[config.mk]
export PLATFORM = sky130hd
export DESIGN_NAME = motion_segment_sequencer
export DESIGN_NICKNAME = d
export VERILOG_FILES = /design/src/rtl/motion_segment_sequencer.sv
export SDC_FILE = /design/constraint.sdc
export NUM_CORES = 1
export LEC_CHECK = 0
export ABC_CLOCK_PERIOD_IN_PS = 2100
export BUFFER_PORTS_ARGS = -buffer_cell sky130_fd_sc_hd__buf_2
export CAP_MARGIN = 10
export CORE_UTILIZATION = 50
export DETAILED_ROUTE_END_ITERATION = 8
export PLACE_DENSITY = 0.76
export SKIP_CTS_REPAIR_TIMING = 1
export SLEW_MARGIN = 20
export SYNTH_ARGS = -nofsm -noshare
export SYNTH_HDL_FRONTEND = slang
export SYNTH_SLANG_ARGS = --single-unit
export TNS_END_PERCENT = 30
[constraint.sdc]
create_clock -name CLK -period 2.1 [get_ports CLK]
set_input_delay 0.315 -clock CLK [delete_from_list [all_inputs] [get_ports CLK]]
set_output_delay 0.315 -clock CLK [all_outputs]
set_load 0.02 [all_outputs]
[src/rtl/motion_segment_sequencer.sv]
// motion_segment_sequencer
//
// Splits a signed relative move into segments of at most SEG_MAX steps and
// hands them to a motor controller one at a time. The controller is told a
// segment length on stepsToGo while this block waits in LOAD. It then reports
// that it is busy on activeMode. The sequencer keeps stepsToGo at zero while
// the controller runs, so the controller cannot restart on a stale length.
//
// Parameters
//   SEG_MAX        maximum steps per issued segment (1..4095)
//   START_TIMEOUT  LOAD cycles to wait for activeMode before flagging an error
//
// Ports
//   CLK, reset     clock (rising edge) and asynchronous active-high reset
//   cmdValid/Ready command handshake; cmdSteps (signed) and cmdDivider
//   abort          stop issuing further segments
//   stepsToGo      segment length to controller (nonzero only in LOAD)
//   divider        step period to controller, held for the whole move
//   dirInput       direction to controller, 1 = negative move
//   activeMode     busy flag from controller
//   busy           sequencer not idle
//   done           one-cycle pulse at move completion, abort or timeout
//   timeoutErr     sticky; cleared by the next accepted command
//   position       signed accumulated position (wraps modulo 2^19)
//
// Build option
//   MOTION_SEQ_POSITION_EN  when defined, position is tracked; otherwise
//                           position is tied to zero.
module motion_segment_sequencer #(
  parameter logic [11:0] SEG_MAX       = 12'hFFF,
  parameter int unsigned START_TIMEOUT = 1023
) (
  input  logic        CLK,
  input  logic        reset,
  input  logic        cmdValid,
  output logic        cmdReady,
  input  logic [18:0] cmdSteps,
  input  logic [14:0] cmdDivider,
  input  logic        abort,
  output logic [11:0] stepsToGo,
  output logic [14:0] divider,
  output logic        dirInput,
  input  logic        activeMode,
  output logic        busy,
  output logic        done,
  output logic        timeoutErr,
  output logic [18:0] position
);

  localparam int unsigned TW = $clog2(START_TIMEOUT + 1);

  typedef enum logic [1:0] {StIdle, StLoad, StRun, StNext} state_e;

  state_e        state_q, state_d;
  logic [18:0]   remaining_q, remaining_d;
  logic [11:0]   seg_q, seg_d;
  logic [14:0]   divider_q, divider_d;
  logic          dir_q, dir_d;
  logic [TW-1:0] wait_q, wait_d;
  logic          done_q, done_d;
  logic          terr_q, terr_d;

  logic          accept;
  logic [18:0]   cmd_mag;
  logic [11:0]   seg_next;
  logic          load_timeout;

  assign accept       = cmdValid & cmdReady;
  // Magnitude as 19-bit unsigned: the most negative input maps to 2^18.
  assign cmd_mag      = cmdSteps[18] ? (~cmdSteps + 19'd1) : cmdSteps;
  assign seg_next     = (remaining_q > {7'd0, SEG_MAX}) ? SEG_MAX : remaining_q[11:0];
  // The counter starts at 0 on LOAD entry, so this fires on the
  // START_TIMEOUT-th LOAD clock edge.
  assign load_timeout = (wait_q == TW'(START_TIMEOUT - 1));

  // State register
  always_ff @(posedge CLK or posedge reset) begin
    if (reset) begin
      state_q <= StIdle;
    end else begin
      state_q <= state_d;
    end
  end

  // Next-state logic
  always_comb begin
    state_d = state_q;
    unique case (state_q)
      StIdle: if (accept) state_d = StNext;
      StNext: state_d = (remaining_q == '0) ? StIdle : StLoad;
      StLoad: begin
        if (activeMode) begin
          state_d = StRun;
        end else if (abort || load_timeout) begin
          state_d = StIdle;
        end
      end
      StRun:  if (!activeMode) state_d = StNext;
      default: state_d = StIdle;
    endcase
  end

  // Datapath next-state
  always_comb begin
    remaining_d = remaining_q;
    seg_d       = seg_q;
    divider_d   = divider_q;
    dir_d       = dir_q;
    wait_d      = wait_q;
    done_d      = 1'b0;
    terr_d      = terr_q;
    unique case (state_q)
      StIdle: begin
        if (accept) begin
          remaining_d = cmd_mag;
          divider_d   = cmdDivider;
          dir_d       = cmdSteps[18];
          terr_d      = 1'b0;
        end
      end
      StNext: begin
        if (remaining_q == '0) begin
          done_d = 1'b1;
        end else begin
          seg_d  = seg_next;
          wait_d = '0;
        end
      end
      StLoad: begin
        if (activeMode) begin
          // The controller has started, so this segment will run even when
          // abort arrives in the same cycle; only the rest is dropped.
          remaining_d = abort ? '0 : remaining_q - {7'd0, seg_q};
        end else if (abort) begin
          remaining_d = '0;
          done_d      = 1'b1;
        end else if (load_timeout) begin
          remaining_d = '0;
          done_d      = 1'b1;
          terr_d      = 1'b1;
        end else begin
          wait_d = wait_q + TW'(1);
        end
      end
      StRun: begin
        if (abort) remaining_d = '0;
      end
      default: ;
    endcase
  end

  always_ff @(posedge CLK or posedge reset) begin
    if (reset) begin
      remaining_q <= '0;
      seg_q       <= '0;
      divider_q   <= '0;
      dir_q       <= 1'b0;
      wait_q      <= '0;
      done_q      <= 1'b0;
      terr_q      <= 1'b0;
    end else begin
      remaining_q <= remaining_d;
      seg_q       <= seg_d;
      divider_q   <= divider_d;
      dir_q       <= dir_d;
      wait_q      <= wait_d;
      done_q      <= done_d;
      terr_q      <= terr_d;
    end
  end

  // Outputs
  always_comb begin
    // Gated by done_q so that done and cmdReady are never high together. The
    // reset term keeps ready low while reset is held.
    cmdReady  = (state_q == StIdle) && !done_q && !reset;
    busy      = (state_q != StIdle);
    stepsToGo = (state_q == StLoad) ? seg_q : '0;
  end

  assign divider    = divider_q;
  assign dirInput   = dir_q;
  assign done       = done_q;
  assign timeoutErr = terr_q;

`ifdef MOTION_SEQ_POSITION_EN
  logic [18:0] pos_q, pos_d;

  // Credit the segment when the controller reports it has finished.
  always_comb begin
    pos_d = pos_q;
    if ((state_q == StRun) && !activeMode) begin
      pos_d = dir_q ? (pos_q - {7'd0, seg_q}) : (pos_q + {7'd0, seg_q});
    end
  end

  always_ff @(posedge CLK or posedge reset) begin
    if (reset) begin
      pos_q <= '0;
    end else begin
      pos_q <= pos_d;
    end
  end

  assign position = pos_q;
`else
  assign position = '0;
`endif

endmodule

==> results by stage <==
Clock tree:
- For the worst-skew pair, the clock arrives at the later sink with an insertion delay of 340 ps.
- In this run the number of H-tree levels came out at 3.
- The CTS root buffer is sky130_fd_sc_hd__clkbuf_8.
- Counting the buffers created by CTS gives 9.
- The CTS tree is built.
- The buffer levels on the longest clock path is 2.
- After clock tree synthesis, the clock-pin slew on the worst setup and hold paths is 80 ps.
- CTS saw 61 sinks.

Floorplan:
- The count of boundary I/O pins is 90.
- The vertical die dimension is 93.7 um.
- The floorplan die width is 93.7 um.
- The total number of placement rows is 33.
- The area of the die is 0.00878 sq mm.
- The initial core utilization is 51.4%.
- The core footprint is 0.00818 sq mm.

Layout:
- The final antenna diode count is 0.
- The fill cell total of the finished layout is 603.
- In the layout the commonest cells are sky130_fd_sc_hd__buf_4, sky130_fd_sc_hd__buf_2, sky130_fd_sc_hd__dfrtp_1.
- The library cell used most frequently in the layout, excluding fill and tap cells, is sky130_fd_sc_hd__buf_4.
- Relative to the synthesized area, the layout overhead comes to 35.8%.
- The final standard cell utilization of the core is 69.8%.
- The layout cell share with drive strength beyond 1 is 40.2%.
- The number of nets in the layout is 661.
- The final cell count without fillers is 712.

STA:
- Adding up every negative setup slack in the final design gives -773 ps.
- The maximum operating frequency is 0.446 GHz.
- At the pin with the least slew margin, the transition time is 634 ps.
- The setup clock skew after layout is 7.97 ps.
- Dividing the final minimum period by the clock period gives 107%.
- For the finished layout, the period the worst path requires is 2240 ps.
- The hold violation count in the final report is 0.
- In this run the tightest slew margin relative to its limit is 57.6%.
- Setup slack on the critical path of the routed design comes to -140 ps.
- Setup violations remaining at the end of the flow were counted as 13.
- The max-slew violation count is 0.
- Setup repair after global routing could not meet its margin everywhere.

Synth:
- The number of flops mapped to enable cells by yosys is 0.
- The number of instances in the synthesized netlist is 459.
- The primary flip-flop cell chosen by synthesis mapping is sky130_fd_sc_hd__dfrtp_1.
- Summing the sequential cell areas from Yosys gives 36.3% of the chip area.
- For this run, the number of Yosys warnings is 0.
- After synthesis, the share of flip-flops with an asynchronous set or reset is 100%.
- The number of distinct library cells after synthesis is 73.
- After synthesis, the mean cell area works out to 9.16 sq um.
- The synthesized design contains 61 register bits.
- The mapped netlist covers 0.00420 sq mm.

Global routing:
- Entering global routing, the biggest net connects 62 pins.
- Summed over all layers, the global routing overflow is 0.
- The wire length of the first global-routing pass is 17,800 um.
- The number of antenna violations at the first check in global routing was 0.
- The via count of the first global-routing pass is 3,825.
- For this run, the total global-route usage over all layers was measured as 25.9%.

Setup path:
- At the worst endpoint, the required time is 2310 ps.
- The type of destination of the critical path is a register.
- At the worst endpoint, the arrival time is 2450 ps.
- The critical path launch point is seg_q[0].
- The highest fanout seen on the critical path is 8.
- The startpoint identified for the worst register-to-register timing path is seg_q[0].
- The startpoint kind of the worst setup timing path is a register.
- The setup path with the least slack is of type register to register.

Detailed routing:
- The post-route DRC violation count is 0.
- The DRC marker count from the first detailed-route iteration is 278.
- The count of TritonRoute iterations in the first routing pass is 5.
- The number of nets still failing antenna checks after routing is 0.
- In the routed layout, each cell is associated on average with a via count of 5.72.
- For this block, the routed nets add up to 11,800 um of wire.
- The routed layout has 4,072 vias.
- After detailed routing, the average wire length per cell comes to 16.5 um.

Placed design:
- The number of I/O port buffers is 70.
- The placement-stage worst setup slack is -172 ps.
- The instance count after placement with tap cells included is 688.
- Detailed placement ended at an HPWL of 8090 um.
- The final weighted congestion in routability-driven placement is 0.921.

Power and ir drop:
- IR analysis of the VDD net gives a maximum drop of 0.672 mV.
- In this run the power density over the cells is 1640 mW/mm^2.
- Summed over all cells, the static leakage comes to 2.69 nW.
- Overall power consumption after layout is estimated at 0.00934 W.

Hold path:
- The path class of the lowest-slack min-delay path is input pin to async pin.

Flow run:
- The number of max-cap violations is 0.

Outcome:
- The flow ran to the end, but the final reports show violations.
- The final reports fail on negative setup slack.
layout make-up:
cell class / instances / area, sq um / area share [%]
clock buffers: 9 / 124 / 2.17
clock inverters: 7 / 146 / 2.56
inverters: 27 / 101 / 1.78
multi-input cells: 351 / 2670 / 46.8
flip-flops and latches: 61 / 1530 / 26.8
well taps: 105 / 131 / 2.30
repair buffers: 152 / 1000 / 17.6
metrics by stage:
stage	hold slack (ps)	area, sq um
after floorplan	466	4300
after global placement	418	5110
after detailed placement	429	5110
after CTS	56.3	5380
after global routing	68.1	5710
final	42.7	5710
logic make-up (layout without fill, tap and decap cells):
logic type | count (synthesis) | count (layout) | share of synthesized area (%)
AO/OA/AOI/OAI | 116 | 116 | 19.8
XOR/XNOR | 28 | 28 | 5.84
adder cells (fa/ha/maj) | 20 | 20 | 6.13
buffers and inverters | 66 | 195 | 8.34
flip-flops | 61 | 61 | 36.3
multiplexers | 22 | 22 | 5.75
other | 1 | 19 | 0.0892
AND/OR/NAND/NOR | 145 | 146 | 17.7
critical path, stage by stage (launching register included):
cell and delay (ps):
sky130_fd_sc_hd__dfrtp_1 410, sky130_fd_sc_hd__ha_4 180, sky130_fd_sc_hd__fa_2 370, sky130_fd_sc_hd__nand2b_4 170, sky130_fd_sc_hd__a21oi_4 180, sky130_fd_sc_hd__a211oi_4 80
sky130_fd_sc_hd__o31ai_4 440, sky130_fd_sc_hd__or4_1 180, sky130_fd_sc_hd__o311ai_1 90
where the power goes:
part / switching (W) / internal, W / total [W]
Sequential: 0.000272 / 0.00164 / 0.00191
Clock: 0.000508 / 0.000917 / 0.00142
Combinational: 0.00337 / 0.00264 / 0.00601
Total: 0.00415 / 0.00519 / 0.00934
cells in the mapped netlist (7+ instances only):
| library cell | number | share of area (%) |
|---|---|---|
| sky130_fd_sc_hd__dfrtp_1 | 61 | 36 |
| sky130_fd_sc_hd__xor2_1 | 14 | 2.9 |
| sky130_fd_sc_hd__a21oi_1 | 28 | 3.3 |
| sky130_fd_sc_hd__or3_1 | 10 | 1.5 |
| sky130_fd_sc_hd__o21a_1 | 7 | 1.3 |
| sky130_fd_sc_hd__inv_1 | 27 | 2.4 |
| sky130_fd_sc_hd__nor3_1 | 21 | 2.5 |
| sky130_fd_sc_hd__buf_4 | 22 | 3.9 |
| sky130_fd_sc_hd__nor2_1 | 40 | 3.6 |
| sky130_fd_sc_hd__clkbuf_1 | 10 | 0.89 |
| sky130_fd_sc_hd__ha_1 | 19 | 5.7 |
| sky130_fd_sc_hd__mux2_2 | 17 | 4.6 |
| sky130_fd_sc_hd__nor4_1 | 7 | 1.0 |
| sky130_fd_sc_hd__o211ai_1 | 9 | 1.6 |
| sky130_fd_sc_hd__o21ai_0 | 18 | 2.1 |
| sky130_fd_sc_hd__nand2_1 | 27 | 2.4 |
| sky130_fd_sc_hd__xnor2_1 | 14 | 2.9 |
| sky130_fd_sc_hd__nand3_1 | 10 | 1.2 |
routing by layer:
metal	GRT usage [%]	vias to the layer above	wire length, um
met5	0	-	0
met4	7.44	0	240
met3	3.96	23	720
met2	44.2	164	5650
met1	33.9	1973	5160
li1	-	1912	-
worst paths after layout:
| path | end | slack [ps] | cells past startpoint |
|---|---|---|---|
| worst max-delay path | remaining_q[16] | -140 | 8 |
| worst min-delay path | wait_q[4] | 40 | 3 |
| worst max register to register | remaining_q[16] | -140 | 8 |
| worst min register to register | dirInput | 500 | 1 |
| max in group asynchronous | remaining_q[1] | 1770 | 3 |
| min in group CLK | divider[10] | 200 | 2 |
sequential cells by signal, summed over array words and instances (netlist names):
| register | cells |
|---|---|
| done | 1 |
| seg_q | 12 |
| state_q | 2 |
| dirInput | 1 |
| timeoutErr | 1 |
| divider | 15 |
| wait_q | 10 |
| remaining_q | 19 |
(Power assumes the default switching activity.)
